File: config.mk
export PLATFORM = sky130hd
export DESIGN_NAME = mux_n_reg
export DESIGN_NICKNAME = d
export VERILOG_FILES = /design/src/rtl/mux_n_reg.sv
export SDC_FILE = /design/constraint.sdc
export NUM_CORES = 1
export LEC_CHECK = 0
export ABC_AREA = 1
export ABC_CLOCK_PERIOD_IN_PS = 1900
export CORE_AREA = 2 2 123 125
export DETAILED_ROUTE_END_ITERATION = 8
export DIE_AREA = 0 0 125 127
export GPL_TIMING_DRIVEN = 0
export PLACE_DENSITY_LB_ADDON = 0.1
export SLEW_MARGIN = 20
export SYNTH_ARGS = -nofsm -noshare
export SYNTH_HDL_FRONTEND = slang
export SYNTH_SLANG_ARGS = --single-unit
File: constraint.sdc
create_clock -name clk -period 1.9 [get_ports clk]
set_clock_uncertainty 0.1 [all_clocks]
set_input_delay 0.38 -clock clk [delete_from_list [all_inputs] [get_ports clk]]
set_output_delay 0.38 -clock clk [all_outputs]
set_load 0.02 [all_outputs]
File: src/rtl/mux_n_reg.sv
// mux_n_reg -- N-way registered multiplexer with valid/ready handshakes.
//
// Picks one of N input channels per cycle and registers its word onto a
// single valid/ready output stage. MODE 0 takes the channel named by sel
// (an out-of-range sel falls back to channel 0). MODE 1 grants round-robin,
// starting the search just after the last granted channel.
//
// Parameters
//   WIDTH : data width of each channel and of the output
//   N     : number of input channels (2..16)
//   MODE  : 0 = explicit select, 1 = round-robin
//   SELW  : width of every channel index, clog2(N)
//
// Ports
//   clk       : clock, all state updates on the rising edge
//   reset_n   : asynchronous active-low reset
//   in_data   : N packed channel words, channel i at [i*WIDTH +: WIDTH]
//   in_valid  : per-channel word-present flags
//   in_ready  : per-channel consume strobe (one-hot on a grant, else zero)
//   sel       : requested channel (MODE 0 only)
//   out_data  : registered selected word
//   out_valid : out_data holds a word
//   out_ready : consumer accepts out_data this cycle
//   out_src   : channel index that out_data came from

module mux_n_reg #(
    parameter int WIDTH = 32,
    parameter int N     = 8,
    parameter int MODE  = 0,
    localparam int SELW = $clog2(N)
) (
    input  logic                 clk,
    input  logic                 reset_n,
    input  logic [N*WIDTH-1:0]   in_data,
    input  logic [N-1:0]         in_valid,
    output logic [N-1:0]         in_ready,
    input  logic [SELW-1:0]      sel,
    output logic [WIDTH-1:0]     out_data,
    output logic                 out_valid,
    input  logic                 out_ready,
    output logic [SELW-1:0]      out_src
);

    logic [WIDTH-1:0] out_data_r;
    logic             out_valid_r;
    logic [SELW-1:0]  out_src_r;
    logic [SELW-1:0]  ptr_r;

    logic             load_s;
    logic             grant_s;
    logic [SELW-1:0]  g_s;
    logic [WIDTH-1:0] sel_data_s;

    // The output stage can take a new word when it is empty or being drained.
    assign load_s = ~out_valid_r | out_ready;

    // Candidate channel: explicit select with range fallback, or round-robin scan.
    always_comb begin
        int idx_v;
        g_s   = {SELW{1'b0}};
        idx_v = 0;
        if (MODE == 0) begin
            if (32'(sel) < 32'(N)) begin
                g_s = sel;
            end else begin
                g_s = {SELW{1'b0}};
            end
        end else begin
            // Scan from farthest to nearest so the nearest valid channel after
            // ptr is the last one written and therefore wins.
            for (int k = N; k >= 1; k--) begin
                idx_v = (int'(ptr_r) + k) % N;
                g_s   = in_valid[idx_v] ? SELW'(idx_v) : g_s;
            end
        end
    end

    // Grant is gated by reset so in_ready stays quiet while reset is held.
    assign grant_s = reset_n & load_s & in_valid[g_s];

    // Word of the candidate channel.
    assign sel_data_s = in_data[int'(g_s)*WIDTH +: WIDTH];

    // Consume strobe back to the granted channel.
    always_comb begin
        in_ready = {N{1'b0}};
        if (grant_s) begin
            in_ready[g_s] = 1'b1;
        end else begin
            in_ready = {N{1'b0}};
        end
    end

    // Output register stage: load on grant, drain to empty, otherwise hold.
    always_ff @(posedge clk or negedge reset_n) begin
        if (!reset_n) begin
            out_valid_r <= 1'b0;
            out_data_r  <= {WIDTH{1'b0}};
            out_src_r   <= {SELW{1'b0}};
        end else if (load_s) begin
            if (grant_s) begin
                out_valid_r <= 1'b1;
                out_data_r  <= sel_data_s;
                out_src_r   <= g_s;
            end else begin
                out_valid_r <= 1'b0;
            end
        end
    end

    // Round-robin pointer: remembers the last granted channel. Reset to N-1 so
    // channel 0 has top priority after reset.
    always_ff @(posedge clk or negedge reset_n) begin
        if (!reset_n) begin
            ptr_r <= SELW'(N - 1);
        end else if ((MODE == 1) && grant_s) begin
            ptr_r <= g_s;
        end
    end

    assign out_data  = out_data_r;
    assign out_valid = out_valid_r;
    assign out_src   = out_src_r;

endmodule

==> flow_metrics.py <==
metrics = {
    "timing": {
        "finalWorstPathRequiredPeriod_ns": 1.89,
        "maxClockFrequency_mhz": 528,
        "final-max-slew-violation-count": 0,
        "worst_slew_margin_rel_pct": 42.8,
        "rsz_0062_raised_after_global_routing": "yes",
        "setup_viols_final": 0,
        "hold_violations": 0,
        "layout_worst_path_cycle_share_pct": 99.7,
        "worst-slew-pin-transition_ns": 0.855,
    },
    "cells_and_area": {
        "area_growth_syn_to_layout_pct": 82.0,
        "layout-drive-gt1-share_pct": 7.80,
        "nNetsFinal": 1590,
        "layout.filler_cells": 1553,
        "layoutNonFillerInstCount": 1505,
    },
    "synthesis": {
        "postSynthCellCount": 982,
        "synth_top_flop_cell": "dfrtp_1",
        "synthesis.nets": 1252,
        "ys.warnings.count": 0,
        "post-synth-top-area-cell": "nand2_1",
        "synth-edff-count": 0,
        "cell_with_the_most_instances_after_synthesis": "nand2_1",
        "synth_cell_types": 16,
        "yosys_register_bits": 36,
        "syn-cell-area_sq_um": 4680,
        "async_reset_ff_share_pct": 100,
        "synth_area_per_cell_sq_um": 4.77,
        "yosysSeqAreaShare_pct": 19.2,
        "portion_of_synthesized_cell_area_occupied_by_the_leading_cell_type_pct": 48.8,
        "leading_cell_types_by_count_after_synthesis": "nand2_1 (608), inv_1 (163), nand3_1 (100), dfrtp_1 (36), buf_2 (26)",
        "ys_top_cells_by_area": "nand2_1 (49%), dfrtp_1 (19%), inv_1 (13%)",
    },
    "place": {
        "routabilityCongestion": 0.892,
        "port_buffers": 313,
        "detailedPlacementHpwl_um": 17600,
        "place.detailed.instances": 1480,
    },
    "floorplan": {
        "floorplan.core_area_sq_um": 14400,
        "fp.dieW_um": 125,
        "initial_core_utilization_pct": 32.5,
        "design.die.area_sq_um": 15900,
        "rows": 44,
        "design.portCount": 314,
        "die_height_um": 127,
    },
    "route": {
        "routed_via_count_divided_by_cell_count": 4.37,
        "route.detailed.drc": 0,
        "final_antenna_net_count": 0,
        "vias": 6571,
        "wl_um": 21400,
        "drt_iter0_drc": 327,
        "drt_first_pass_iters": 5,
        "wl_per_cell_um": 14.2,
    },
    "clock_network": {
        "ctsRootBufferMaster": "clkbuf_16",
        "clkTransAtPathRegs_ns": 0.05,
        "clkSinkCount": 36,
        "cts_max_path_buffers": 2,
        "clock_insertion_delay_worst_skew_ns": 0.28,
        "ctsHtreeMaxLevel": 2,
        "cts-buffers-inserted": 5,
        "cts_tree": "yes",
    },
    "worst_setup_path": {
        "crit_path_end_kind": "primary output",
        "path_cells": "buf_12 -> buf_8 -> nand2_2 -> nand3_2 -> nand2_2 -> nand2_2 -> nand2_4 -> nand2_8 -> nor2_4 -> buf_6",
        "critPathMaxStageDelay_ns": 0.14,
        "setup.worst_path.class": "primary input to primary output",
        "critical-path-top-delay-family": "simple AND/OR/NAND/NOR gates",
        "critical-path-slowest-cell": "nor2_4",
        "path_buf_inv": 3,
        "required_time_reported_for_the_critical_path_endpoint_ns": 1.42,
        "cp.arrival_ns": 1.41,
        "setup.reg_to_reg.worst_slack_ns": 0.36,
        "critical_path.max_fanout": 8,
        "setup_crit_start_kind": "primary input",
        "most_numerous_cell_on_the_critical_path": "nand2_2",
    },
    "global_routing": {
        "grt-ovfl-total": 0,
        "number_of_antenna_violations_at_the_first_check_in_global_routing": 2,
        "via_count_of_the_first_global_routing_pass": 6385,
        "grt_start_max_net_pins": 20,
        "first_pass_grt_wire_length_um": 33200,
        "globalRouteTotalUtil_pct": 26.4,
    },
    "power": {
        "power_per_cell_area_nw_per_um2": 499,
        "report.power.total_mw": 4.25,
        "irDropWorstVdd_mv": 0.382,
        "power_leakage_nw": 4.86,
    },
    "worst_hold_path": {
        "worstHoldPathType": "primary input to register",
    },
    "job": {
        "cap_viol_max_count": 0,
    },
    "run_status": {
        "status": "completed",
    },
}
-- metal layers --
layer / up-vias / GRT usage [%] / part of all wire (%)
met5: - / 0 / 0.12
met4: 4 / 7.91 / 2.4
met3: 31 / 4.90 / 6.4
met2: 213 / 46.0 / 48
met1: 2816 / 33.3 / 43
li1: 3507 / - / -
-- metrics by stage --
stage               hold WS [ns]  util [%]  cell area (sq um)  setup slack (ns)  setup TNS (ns)
floorplan                -0.0156         -               4680           -0.0243          -0.170
CTS                        0.332      58.1               8370           0.00148               0
global route               0.357      59.0               8520           -0.0485          -0.194
finish                     0.336      59.1               8520           0.00610               0
detailed placement         0.252      55.9               8070             -1.21          -25.72
global placement           0.353      55.8               8040             -2.35          -92.60
-- where the power goes --
group          switching, mW  internal [mW]
clock                  0.302          0.550
combinational           1.14           1.19
sequential             0.104          0.967
total                   1.54           2.71
-- layout by cell type, fill, tap and decap left out, types with 2 or more instances in the layout --
| master | Yosys | routed |
|---|---|---|
| clkbuf_8 | 0 | 2 |
| dfrtp_1 | 36 | 36 |
| dlygate4sd2_1 | 0 | 5 |
| inv_2 | 4 | 3 |
| nand2_2 | 1 | 6 |
| dlygate4sd3_1 | 0 | 2 |
| clkdlybuf4s50_1 | 0 | 292 |
| clkbuf_1 | 14 | 12 |
| clkbuf_2 | 0 | 2 |
| nand3_1 | 100 | 98 |
| clkdlybuf4s15_1 | 0 | 3 |
| buf_1 | 4 | 3 |
| nand2_1 | 608 | 601 |
| buf_6 | 1 | 11 |
| buf_2 | 26 | 23 |
| buf_4 | 11 | 29 |
| nand2_4 | 1 | 2 |
| nor2_4 | 1 | 9 |
| inv_1 | 163 | 163 |
| clkbuf_16 | 0 | 5 |
-- flip-flops by register name, summed over array words and instances, names as in the netlist --
signal / cells
out_data: 32
out_src: 3
out_valid: 1
-- final cells by class --
| class | instances | area [sq um] | area share [%] |
|---|---|---|---|
| antenna | 1 | 2.50 | 0.0294 |
| buffer | 53 | 302 | 3.54 |
| clock buffer | 7 | 153 | 1.79 |
| inverter | 167 | 629 | 7.39 |
| multi-input combinational | 723 | 2990 | 35.0 |
| sequential | 36 | 901 | 10.6 |
| tap | 184 | 230 | 2.70 |
| timing repair buffer | 333 | 3310 | 38.8 |
| timing repair inverter | 1 | 7.51 | 0.0881 |
-- final timing paths --
kind,startpoint,endpoint,depth (start not counted)
worst max-delay path,sel[0],in_ready[6],10
worst min-delay path,out_ready,out_valid,2
worst max register to register,out_valid,out_data[27],6
worst min register to register,out_data[9],out_data[9],2
max in group asynchronous,reset_n,out_data[6],3
min in group asynchronous,reset_n,out_data[28],2
-- worst register-to-register path, cell delays in order (launching register included) --
cell and delay [ns]:
dfrtp_1 0.38, inv_1 0.09, o21a_4 0.22, buf_4 0.17, clkbuf_1 0.30, nand3_1 0.14
nand2_1 0.08
-- cell families after synthesis --
logic type             after synthesis  share of synthesized area [%]
AOI/OAI and AO/OA                    2                          0.267
DFF                                 36                           19.2
and+or+nand+nor                    721                           60.9
buffers and inverters              223                           19.6
-- repair_timing --
item,in CTS,in global routing
cloned,1,0
buffers inserted,14,3
gates resized for setup,86,40
pin swaps,12,12
hold endpoints to repair,17,0
hold buffers,2,0
endpoints found under the setup margin,43,8
Power figures use the tool's default switching activity.
